`config.mk`:
```
export PLATFORM = sky130hd
export DESIGN_NAME = dmem_arbiter
export DESIGN_NICKNAME = d
export VERILOG_FILES = /design/src/rtl/dmem_arbiter.sv
export SDC_FILE = /design/constraint.sdc
export NUM_CORES = 1
export LEC_CHECK = 0
export CAP_MARGIN = 20
export CORE_MARGIN = 5
export CORE_UTILIZATION = 36
export DETAILED_ROUTE_END_ITERATION = 7
export GPL_TIMING_DRIVEN = 0
export PLACE_DENSITY = 0.9
export SKIP_LAST_GASP = 1
export SLEW_MARGIN = 20
export SYNTH_ARGS = -nofsm -noshare
export SYNTH_HDL_FRONTEND = slang
export SYNTH_SLANG_ARGS = --single-unit
```
`constraint.sdc`:
```
create_clock -name Clk -period 1.8 [get_ports Clk]
set_input_delay 0.36 -clock Clk [delete_from_list [all_inputs] [get_ports Clk]]
set_output_delay 0.36 -clock Clk [all_outputs]
set_load 0.005 [all_outputs]
```
`src/rtl/dmem_arbiter.sv`:
```
// Round-robin two-port arbiter and sequencer in front of a single-port, byte-addressed,
// big-endian data memory. Each access runs IDLE -> ISSUE -> RESP (or IDLE -> RESP on error).
module dmem_arbiter #(
  parameter int MEM_BYTES = 65536,
  parameter int RR_INIT   = 0
) (
  input  logic        Clk,
  input  logic        Rst_n,
  input  logic        Req0,
  input  logic        Write0,
  input  logic [31:0] Addr0,
  input  logic [31:0] WData0,
  output logic        Done0,
  output logic        Err0,
  input  logic        Req1,
  input  logic        Write1,
  input  logic [31:0] Addr1,
  input  logic [31:0] WData1,
  output logic        Done1,
  output logic        Err1,
  output logic [31:0] RData,
  output logic        Busy,
  output logic [31:0] MemAddress,
  output logic [31:0] MemWriteData,
  output logic        MemRead,
  output logic        MemWrite,
  input  logic [31:0] MemReadData
);

  localparam logic [31:0] MAX_ADDR = 32'(MEM_BYTES - 4);

  typedef enum logic [1:0] {IDLE, ISSUE, RESP} state_t;

  state_t      state_q, state_d;
  logic        prio_q, prio_d;
  logic        win_q, win_d;
  logic        wr_q, wr_d;
  logic        err_q, err_d;
  logic [31:0] addr_q, addr_d;
  logic [31:0] wdata_q, wdata_d;
  logic [31:0] rdata_q, rdata_d;

  logic        gnt_any;
  logic        gnt_port;
  logic        sel_wr;
  logic [31:0] sel_addr;
  logic [31:0] sel_wdata;
  logic        sel_bad;

  // Both requesting: the priority pointer decides; otherwise whoever asks wins.
  always_comb begin
    gnt_any   = Req0 | Req1;
    gnt_port  = (Req0 && Req1) ? prio_q : Req1;
    sel_wr    = gnt_port ? Write1 : Write0;
    sel_addr  = gnt_port ? Addr1  : Addr0;
    sel_wdata = gnt_port ? WData1 : WData0;
    sel_bad   = (sel_addr[1:0] != 2'b00) || (sel_addr > MAX_ADDR);
  end

  always_comb begin
    state_d = state_q;
    prio_d  = prio_q;
    win_d   = win_q;
    wr_d    = wr_q;
    err_d   = err_q;
    addr_d  = addr_q;
    wdata_d = wdata_q;
    rdata_d = rdata_q;
    case (state_q)
      IDLE: begin
        if (gnt_any) begin
          win_d  = gnt_port;
          wr_d   = sel_wr;
          err_d  = sel_bad;
          prio_d = ~gnt_port;
          if (sel_bad) begin
            state_d = RESP;
          end else begin
            // Memory-facing address/data only change on real accesses so they hold otherwise.
            addr_d  = sel_addr;
            wdata_d = sel_wdata;
            state_d = ISSUE;
          end
        end
      end
      ISSUE: begin
        rdata_d = MemReadData;
        state_d = RESP;
      end
      RESP:    state_d = IDLE;
      default: state_d = IDLE;
    endcase
  end

  always_ff @(posedge Clk) begin
    if (!Rst_n) begin
      state_q <= IDLE;
      prio_q  <= (RR_INIT != 0);
      win_q   <= 1'b0;
      wr_q    <= 1'b0;
      err_q   <= 1'b0;
      addr_q  <= '0;
      wdata_q <= '0;
      rdata_q <= '0;
    end else begin
      state_q <= state_d;
      prio_q  <= prio_d;
      win_q   <= win_d;
      wr_q    <= wr_d;
      err_q   <= err_d;
      addr_q  <= addr_d;
      wdata_q <= wdata_d;
      rdata_q <= rdata_d;
    end
  end

  always_comb begin
    Busy         = (state_q != IDLE);
    MemAddress   = addr_q;
    MemWriteData = wdata_q;
    MemRead      = (state_q == ISSUE) && !wr_q;
    MemWrite     = (state_q == ISSUE) && wr_q;
    Done0        = (state_q == RESP) && !win_q;
    Done1        = (state_q == RESP) && win_q;
    Err0         = Done0 && err_q;
    Err1         = Done1 && err_q;
    RData        = ((state_q == RESP) && !wr_q && !err_q) ? rdata_q : 32'h0;
  end

endmodule

```
# [Word-level counts from Yosys, hierarchy flattened]
# Cells that the tools add are included.
[op_classes] order_cmp=1 n_eq_ne=3 muxes=8 n_bitwise=3 reduce_logical=18
[ops] cell="$mux 32" n=3
[ops] cell="$gt 32x16->1 const B" n=1
[ops] cell="$logic_and 1x1->1" n=9
[ops] cell="$mux 2" n=2
[ops] cell="$pmux 2 s2" n=1
[ops] cell="$reduce_bool 2->1" n=2
[ops] cell="$logic_not 1->1" n=3
[ops] cell="$reduce_and 3->1" n=1
[ops] cell="$eq 2x1->1 const B" n=1
[ops] cell="$eq 2x2->1 const B" n=1
[ops] cell="$logic_not 2->1" n=1
[ops] cell="$mux 1" n=2
[ops] cell="$ne 2x2->1 const B" n=1
[ops] cell="$not 1->1" n=2
[ops] cell="$reduce_and 2->1" n=1
[ops] cell="$logic_or 1x1->1" n=1
[ops] cell="$or 1x1->1" n=1
[totals] register_bits=102 inputBits=166 output_inout_bits=103 word_cells=41

# [Longest topological paths before layout]
# Gate-level depths: netlist of run 1.
[depth] ltp_word=8 depth_mapped=8 ltp_nobuf=5

# [Worst setup path before layout of run 1]
# OpenSTA, ideal clock, no wires.
[synth_timing] path_type="in2reg" from="in Addr0[27]" to="reg addr_q[10], in the netlist MemAddress[10]" setup_time_ns=0.121 t_arrival_ns=1.648 t_required_ns=1.679 slack_ns=0.031 path_stages=7 n_path_buf=2 cell_sequence="nor4_2 -> nand4_1 -> nor4_4 -> or2_1 -> buf_6 -> buf_12 -> o21ai_2"
[synth_via] elab_chain_cells=5
[synth_rtl] element="start: declaration" line="11" text="input logic [31:0] Addr0,"
[synth_rtl] element="$mux 32" line="55" text="sel_addr = gnt_port ? Addr1 : Addr0;"
[synth_rtl] element="$gt 32x16->1" line="57" text="sel_bad = (sel_addr[1:0] != 2'b00) || (sel_addr > MAX_ADDR);"
[synth_rtl] element="$logic_or 1x1->1" line="57"
[synth_rtl] element="$not 1->1 (no source line)"
[synth_rtl] element="$reduce_and 3->1 (no source line)"
[synth_rtl] element="end signal: assignment" line="111" text="addr_q <= addr_d;"
[synth_rtl] element="end: declaration" line="39" text="logic [31:0] addr_q, addr_d;"
# No other way between the ends.
# A chain may end at the register's enable or synchronous reset.

# [Worst setup path in the final report of run 1]
[layout_timing] from="reg state_q[0]" to="out RData[14]"
[layout_via] elab_chain_cells=4
[layout_rtl] element="start: declaration" line="34" text="state_t state_q, state_d;"
[layout_rtl] element="start signal: assignment" line="106" text="state_q <= state_d;"
[layout_rtl] element="$eq 2x2->1" line="127" text="RData = ((state_q == RESP) && !wr_q && !err_q) ? rdata_q : 32'h0;"
[layout_rtl] element="$logic_and 1x1->1 (2 in series)" line="127"
[layout_rtl] element="$mux 32" line="127"
[layout_rtl] element="end: declaration" line="21" text="output logic [31:0] RData,"
# No other way between the ends.

==> reports/qor.txt, run 1 <==
Die Ht = 127 um
Crit. End Element = output pin
met3 wire len = 1.48 mm
synthesized area per cell = 9.29 um2
Critical Path RT = 1.44 ns
Yosys cell types = 37
crit-path max FO = 5
R2R setup slack = -0.07 ns
max layer used = met4
Total GRT Usage = 0.213
I/O pins = 269
clk root buf = clkbuf_16
Worst-Skew Late Latency = 0.35 ns
Cells after Synth = 533
Antenna Violating Nets Remaining = 0
Seq/Total Area, Yosys = 0.412
maximum clock frequency = 513 MHz
crit-path max cell delay = 0.35 ns
Period minus WS final = 1.95 ns
worst r2r src = state_q[0]
Nets = 1,019
Yosys Warn Count = 0
# fillers = 1,022
max cap viols = 0
Rows = 42
Core ar. = 13,300 um2
wire length per cell = 18.4 um
setup violators final = 72
most frequent cells in the layout = 197 x clkdlybuf4s50_1, 114 x nand2_1, 100 x dfxtp_1
vias post-DR = 5,227
Hold WS = 0.390 ns
final worst-path setup slack = -0.148 ns
Top delay family on crit path = simple AND/OR/NAND/NOR gates
Pins Over Slew Limit = 0
Seq cells post-synth = 102
peak supply drop = 0.370 mV
routability cong. = 0.794
HP Start = Req0
status = finished, violations left
clock skew = 0.00397 ns
Pre-antenna DRT Iters = 4
most common flop cell mapped by yosys = dfxtp_1
die area = 16,200 um2
drc violations = 0
Leakage = 3.58 nW
startpoint types = flop
Max-slew headroom = 0.648
commonest non-fill, non-tap cell in the layout = clkdlybuf4s50_1
crit path launch = state_q[0]
vias in the first global route = 5,290
CTS Sinks = 102
synthesized cell area = 4950 um2
layout cell share with drive strength beyond 1 = 0.345
largest net degree at the start of global routing = 16
synth-to-layout area growth = 82.5%
critical path class = reg2out
CP bufs+invs = 4
crit path DAT = 1.59 ns
Tot Pwr = 0.00505 W
Post-Route WL = 19.0 mm
Congestion Overflow GR = 0
TritonCTS buffer count = 9
Slowest-stage cell, CP = dfxtp_4
Post-DP HPWL = 13.2 mm
worst path cell trace = nand2b_4 > nor3_4 > buf_6 > buf_6 > buf_6 > and2_4 > buf_6
Slew @ Worst Pin = 0.528 ns
Clock transition at path regs = 0.07 ns
first-pass GRT wire length = 27.4 mm
DR WL met2 = 9.67 mm
Die Wd = 127 um
initial antenna violation count = 0
most used cell, CP = buf_6
M1 wire length = 7.33 mm
Fin. Hold Viols = 0
Post-synth ARST share = 0
syn_nets = 699
First DRT Iteration DRCs = 229
Tcrit/Tclk final = 1.08
Pwr per Cell Area = 559 nW/um2
TritonCTS clock tree = built
number of flops mapped to enable cells by yosys = 0
clock buffer depth = 2
Hold WC Path Type = in2reg
unrepaired setup endpoints after global routing = yes
H-Tree Level Count = 3
Via density = 5.06
Initial Utilization = 0.371
number of port buffers = 268
violated checks = negative setup slack
Antenna Cells = 0
-- timing repair --
action | CTS | global route
buffers inserted | 23 | 11
resized for setup | 253 | 109
pin swaps | 37 | 26
setup endpoints to repair | 108 | 109
gates cloned | 8 | 5
hold buffers | 0 | 0
-- synth_stat cells, types with 4 or more instances --
library cell	n	area share
nand2_1	114	0.086
dfxtp_1	102	0.41
mux2_2	46	0.10
o21ai_2	41	0.073
and2_1	35	0.044
a21oi_1	34	0.034
o211ai_1	26	0.039
clkbuf_1	25	0.019
o211ai_2	20	0.051
and3_1	19	0.024
buf_2	7	0.0071
nor2_1	7	0.0053
buf_6	6	0.014
o21ai_0	6	0.0061
buf_12	4	0.016
buf_4	4	0.0061
nor2b_1	4	0.0051
nor4_1	4	0.0051
nor4_2	4	0.010
-- worst min-delay path, stage by stage --
cell	delay [ns]
clkbuf_2	0.12
a21oi_1	0.14
a311oi_1	0.06
-- report_power, final --
group          internal, W  total (W)  switching [W]
clock              0.00118    0.00200       0.000822
sequential         0.00226    0.00228      0.0000168
combinational     0.000490   0.000767       0.000277
total              0.00394    0.00505        0.00112
-- registers in the layout, summed over array words and instances, names as in the netlist --
register and count:
MemWriteData 32, rdata_q 32, prio_q 1, win_q 1
wr_q 1, err_q 1, state_q 2, MemAddress 32
-- metal layers --
metal,up-vias,track usage
met5,-,0
met1,2467,0.238
met4,0,0.0820
met2,218,0.382
met3,41,0.0614
li1,2501,-
-- cell type report --
class | count | area (um2) | share of cell area
Timing Repair Buffer | 313 | 3280 | 0.364
Clock inverter | 3 | 42.5 | 0.00471
Inverter | 2 | 7.51 | 0.000831
Clock buffer | 12 | 267 | 0.0295
Multi-Input combinational cell | 380 | 2750 | 0.305
Buffer | 45 | 410 | 0.0454
Sequential cell | 102 | 2050 | 0.227
Tap cell | 176 | 220 | 0.0244
-- per-stage QoR --
step,worst slack (ns),instance area (um2),utilization,instances,setup TNS (ns)
4_1_cts,-0.264,8650,0.648,1021,-11.43
2_1_floorplan,0.0313,4950,-,533,0
3_5_place_dp,-0.859,7850,0.588,977,-68.09
6_report,-0.148,9030,0.677,1033,-5.32
5_1_grt,-0.225,9030,0.677,1033,-11.33
3_3_place_gp,-0.848,7850,0.588,977,-65.45
-- cells by family (layout without fill, tap and decap cells) --
group,count (synthesis),count (layout),synth area share
AO/OA/AOI/OAI,132,132,0.211
flip-flops,102,102,0.412
buffers and inverters,51,375,0.0660
AND/OR/NAND/NOR,201,201,0.204
multiplexers,47,47,0.107
-- path summary, 6_finish.rpt --
check | end | cells after the start
max | RData[14] | 7
min | prio_q | 3
max reg2reg | MemWriteData[18] | 9
min reg2reg | MemWriteData[1] | 2
(Power assumes the default switching activity.)
==> inputs of run 2 (changes only) <==
--- a/config.mk
+++ b/config.mk
@@ -7,10 +7,10 @@
 export LEC_CHECK = 0
 export CAP_MARGIN = 20
 export CORE_MARGIN = 5
-export CORE_UTILIZATION = 36
+export CORE_UTILIZATION = 39
 export DETAILED_ROUTE_END_ITERATION = 7
 export GPL_TIMING_DRIVEN = 0
-export PLACE_DENSITY = 0.9
+export PLACE_DENSITY = 0.92
 export SKIP_LAST_GASP = 1
 export SLEW_MARGIN = 20
 export SYNTH_ARGS = -nofsm -noshare
==> constraint.sdc (replaced) <==
create_clock -name Clk -period 2.2 [get_ports Clk]
set_input_delay 0.44 -clock Clk [delete_from_list [all_inputs] [get_ports Clk]]
set_output_delay 0.44 -clock Clk [all_outputs]
set_load 0.005 [all_outputs]
==> run 2 against run 1 <==
- the flow now finishes without violations
- first-iteration DRC count up 3.9%
- clock-buffer cell count down 1
- design area down 5.8%
- hold slack better by 0.060 ns
- sequential power down 18%
- sequential share of layout area up 1.4 points
- cell count down 2.7%
- register-to-register slack better by 0.27 ns
- critical endpoint is now RData[17]
==> reports/qor.txt, run 2 (synthesis results as in run 1) <==
Total GRT Usage = 0.213
Post-DP HPWL = 12.8 mm
vias post-DR = 4,988
crit path DAT = 1.71 ns
Nets = 994
layout cell share with drive strength beyond 1 = 0.221
Clock power frac = 0.370
crit-path max cell delay = 0.47 ns
clock skew = 0.00546 ns
Die Ht = 123 um
Hold Buf Count CTS = 0
Tcrit/Tclk final = 0.978
status = completed
Pre-antenna DRT Iters = 4
Slew @ Worst Pin = 0.492 ns
first-pass GRT wire length = 25.4 mm
Comb pwr share = 0.152
sequential share of power = 0.479
vias in the first global route = 5,060
commonest non-fill, non-tap cell in the layout = clkdlybuf4s50_1
Pins Over Slew Limit = 0
Fin. Hold Viols = 0
Placed Area = 7850 um2
TritonCTS buffer count = 9
critical path class = reg2out
Hold WC Path Type = reg2reg
worst r2r src = state_q[0]
Via density = 4.96
Worst-Skew Late Latency = 0.34 ns
Leakage = 3.68 nW
Clock transition at path regs = 0.07 ns
Congestion Overflow GR = 0
Pwr per Cell Area = 458 nW/um2
number of port buffers = 268
First DRT Iteration DRCs = 238
CP bufs+invs = 5
Rows = 41
synth-to-layout area growth = 71.9%
HP Start = rdata_q[26]
Tot Pwr = 0.00390 W
TritonCTS clock tree = built
most frequent cells in the layout = 217 x clkdlybuf4s50_1, 114 x nand2_1, 100 x dfxtp_1
routability cong. = 0.792
startpoint types = flop
Crit. End Element = output pin
I/O pins = 269
drc violations = 0
worst path cell trace = nor3_4 > buf_6 > buf_4 > buf_4 > clkbuf_4 > and2_1 > dlymetal6s2s_1
Period minus WS final = 2.15 ns
net load switching power = 0.000901 W
Hold EP = rdata_q[26]
most used cell, CP = buf_4
Initial Utilization = 0.396
initial antenna violation count = 1
CTS Sinks = 102
R2R setup slack = 0.20 ns
clock buffer depth = 2
peak supply drop = 0.325 mV
Top delay family on crit path = buffers and inverters
clk root buf = clkbuf_16
Core ar. = 12,500 um2
Worst Hold Depth = 2
die area = 15,000 um2
aggregate negative setup slack = 0 ns
largest net degree at the start of global routing = 16
crit-path max FO = 5
wire length per cell = 17.0 um
Antenna Violating Nets Remaining = 0
H-Tree Level Count = 3
Final Cell Area = 8510 um2
Internal = 0.00299 W
unrepaired setup endpoints after global routing = yes
placed insts = 973
Critical Path RT = 1.76 ns
Die Wd = 123 um
R2R cell count = 9
switching part of the total power = 0.231
Post-Route WL = 17.1 mm
max cap viols = 0
maximum clock frequency = 465 MHz
setup violators final = 0
reg2reg end = MemAddress[5]
Max-slew headroom = 0.672
fin cells = 1,005
Slowest-stage cell, CP = dfxtp_1
-- run 2: changes by cell type in the layout (fill, tap and decap cells not counted), sizes merged, moves of 3 or more --
cell,before,now
buf,95,38
clkbuf,52,39
clkdlybuf4s15,4,1
clkdlybuf4s50,197,217
dlymetal6s2s,7,35
-- run 2: layer usage --
metal | up-vias | share of wire | wire length [um] | global-route usage
met5 | - | 0 | 0 | 0
met1 | 2317 | 0.40 | 6780 | 0.245
li1 | 2443 | - | - | -
met3 | 35 | 0.069 | 1180 | 0.0512
met4 | 0 | 0.026 | 435 | 0.0868
met2 | 193 | 0.51 | 8660 | 0.379
-- run 2: power groups by stage --
stage	Combinational, W	Clock [W]	Sequential (W)
after detailed placement	0.000561	0	0.00191
after global routing	0.000628	0.00153	0.00187
after CTS	0.000587	0.00146	0.00186
after floorplan	0.000196	0	0.00190
final	0.000591	0.00144	0.00187
after global placement	0.000557	0	0.00190
-- run 2: worst min-delay path: cells and delay by family (launching register included) --
| family | cells | cell delay (ns) |
|---|---|---|
| AND/OR/NAND/NOR | 1 | 0.05 |
| flip-flops | 1 | 0.31 |
| AO/OA/AOI/OAI | 1 | 0.05 |
-- run 2: final cells by class --
class	instances	area (um2)
Antenna cell	1	2.50
Buffer	43	322
Clock buffer	11	233
Clock inverter	4	25.0
Fill cell	980	4010
Inverter	2	7.51
Multi-Input combinational cell	380	2640
Sequential cell	102	2050
Tap cell	172	215
Timing Repair Buffer	290	3020
-- run 2: worst max path at each step --
| stage | from | to | depth (start not counted) |
|---|---|---|---|
| floorplan | Addr0[27] | MemAddress[10] | 7 |
| global placement | Addr0[24] | MemWriteData[23] | 8 |
| detailed placement | Addr0[24] | MemAddress[8] | 8 |
| CTS | state_q[1] | RData[15] | 6 |
| global route | state_q[0] | RData[17] | 8 |
| finish | wr_q | RData[17] | 7 |
-- run 2: stage by stage --
step / hold slack (ns) / setup WS [ns] / utilization
floorplan: 0.432 / 0.351 / -
global placement: 0.437 / -0.503 / 0.627
detailed placement: 0.442 / -0.540 / 0.627
CTS: 0.451 / -0.181 / 0.670
global route: 0.469 / -0.0519 / 0.680
finish: 0.450 / 0.0476 / 0.680
-- run 2: timing repair --
item | CTS | global route
endpoints found under the setup margin | 91 | 79
buffers inserted | 14 | 3
cloned | 4 | 1
pin swaps | 8 | 10
resized for setup | 50 | 48
==> patch: new RTL, flow settings as in run 1 <==
Take the reset off `addr_q`, `wdata_q` and `rdata_q` and load them in a clocked block of their own.
--- a/src/rtl/dmem_arbiter.sv
+++ b/src/rtl/dmem_arbiter.sv
@@ -99,19 +99,19 @@
       win_q   <= 1'b0;
       wr_q    <= 1'b0;
       err_q   <= 1'b0;
-      addr_q  <= '0;
-      wdata_q <= '0;
-      rdata_q <= '0;
     end else begin
       state_q <= state_d;
       prio_q  <= prio_d;
       win_q   <= win_d;
       wr_q    <= wr_d;
       err_q   <= err_d;
-      addr_q  <= addr_d;
-      wdata_q <= wdata_d;
-      rdata_q <= rdata_d;
     end
+  end
+
+  always_ff @(posedge Clk) begin
+    addr_q  <= addr_d;
+    wdata_q <= wdata_d;
+    rdata_q <= rdata_d;
   end
 
   always_comb begin
Behaviour: not the same (a bounded check fails within 4 cycles, from zero or initial values and one cycle with Rst_n low).
==> patch against run 1 <==
  * The flow still finishes with violations (negative setup slack)
  * Cell area down 10%
  * Final cell count down 29%
  * First-iteration DRC count down 30%
  * Synthesized area down 13%
  * Sequential cell count unchanged
  * Highest routed layer unchanged
  * Non-clock buffer count down 36
  * Power up 5.0%
  * Worst setup slack worse by 85 ps
  * Sequential share of layout area up 14 points
  * Sequential power up 15%
  * Wire length down 18%
==> patch: results (changes against run 1) <==
| Metric | Value |
|---|---|
| Fill count | `764 (was 1022)` |
| HP Start | `Addr0[30] (was Req0)` |
| Fin cells | `733 (was 1033)` |
| Setup tns final | `-17450 ps (was -5320 ps)` |
| Worst path slowest cell | `or4b_4 (was dfxtp_4)` |
| Post-placement cell count | `674 (was 977)` |
| Critical Path Source | `Addr0[22] (was state_q[0]$_SDFFE_PN0P_)` |
| Vias in the first global route | `4083 (was 5290)` |
| PnR worst setup slack | `-233 ps (was -148 ps)` |
| Synth top cells by count | `edfxtp_1, mux2_2, and2_1 (was nand2_1, dfxtp_1, mux2_2)` |
| Average size of a mapped cell | `16.5 um^2 (was 9.29 um^2)` |
| Nets | `750 (was 1019)` |
| # setup viols final | `94 (was 72)` |
| Gr usage total | `0.216 (was 0.213)` |
| Postcts setup bufs | `43 (was 23)` |
| Met2 wire length | `8230 um (was 9670 um)` |
| Failing checks | `negative setup slack (unchanged)` |
| Hold_ws | `315 ps (was 390 ps)` |
| Largest net degree at the start of global routing | `18 (was 16)` |
| Register area share after synthesis | `0.700 (was 0.412)` |
| Switching share of power | `0.207 (was 0.221)` |
| Met2 Use GR | `0.397 (was 0.382)` |
| Switch Pwr | `1.10 mW (was 1.12 mW)` |
| Met3 usage | `0.0905 (was 0.0614)` |
| P_leak | `3.05 nW (was 3.58 nW)` |
| Detailed placement HPWL | `11200 um (was 13200 um)` |
| Worst Path Max Fanout | `8 (was 5)` |
| Setup Slack @ Placement | `-1540 ps (was -859 ps)` |
| Status | `complete, but fails checks (unchanged)` |
| Hold worst-path end | `MemAddress[30]$_DFFE_PP_ (was prio_q$_SDFFE_PN0P_)` |
| Worst reg2reg startpoint | `prio_q$_SDFFE_PN0P_ (was state_q[0]$_SDFFE_PN0P_)` |
| Syn Nets | `426 (was 699)` |
| Vias/cell | `4.85 (was 5.06)` |
| Count of cell types in the netlist | `31 (was 37)` |
| Drt initial violations | `160 (was 229)` |
| First-pass GRT wire length | `23100 um (was 27400 um)` |
## patch: changes by cell type in the layout (fill, tap and decap cells not counted), sizes merged, moves of 30 or more
cell    change
o21ai      -44
nand2     -108
o211ai     -46
dfxtp      -96
clkbuf     -30
a21oi      -31
edfxtp     +96
## patch: area by class of cell
class | count | area (um^2) | share of cell area
timing repair buffer | 315 | 3140 | 0.387
sequential | 102 | 3010 | 0.371
multi-input combinational | 145 | 1440 | 0.177
clock buffer | 15 | 268 | 0.0330
tap | 143 | 179 | 0.0221
buffer | 7 | 55.1 | 0.00679
inverter | 4 | 15.0 | 0.00185
clock inverter | 1 | 5.00 | 0.000617
antenna | 1 | 2.50 | 0.000309
## patch: cell families (layout without fill, tap and decap cells)
logic type,after synthesis,in the layout,synth area share
flops,102,102,0.700
simple gates,67,68,0.0945
other cells,0,1,0
compound gates,12,12,0.0219
buf+inv,14,342,0.0134
mux,65,65,0.170
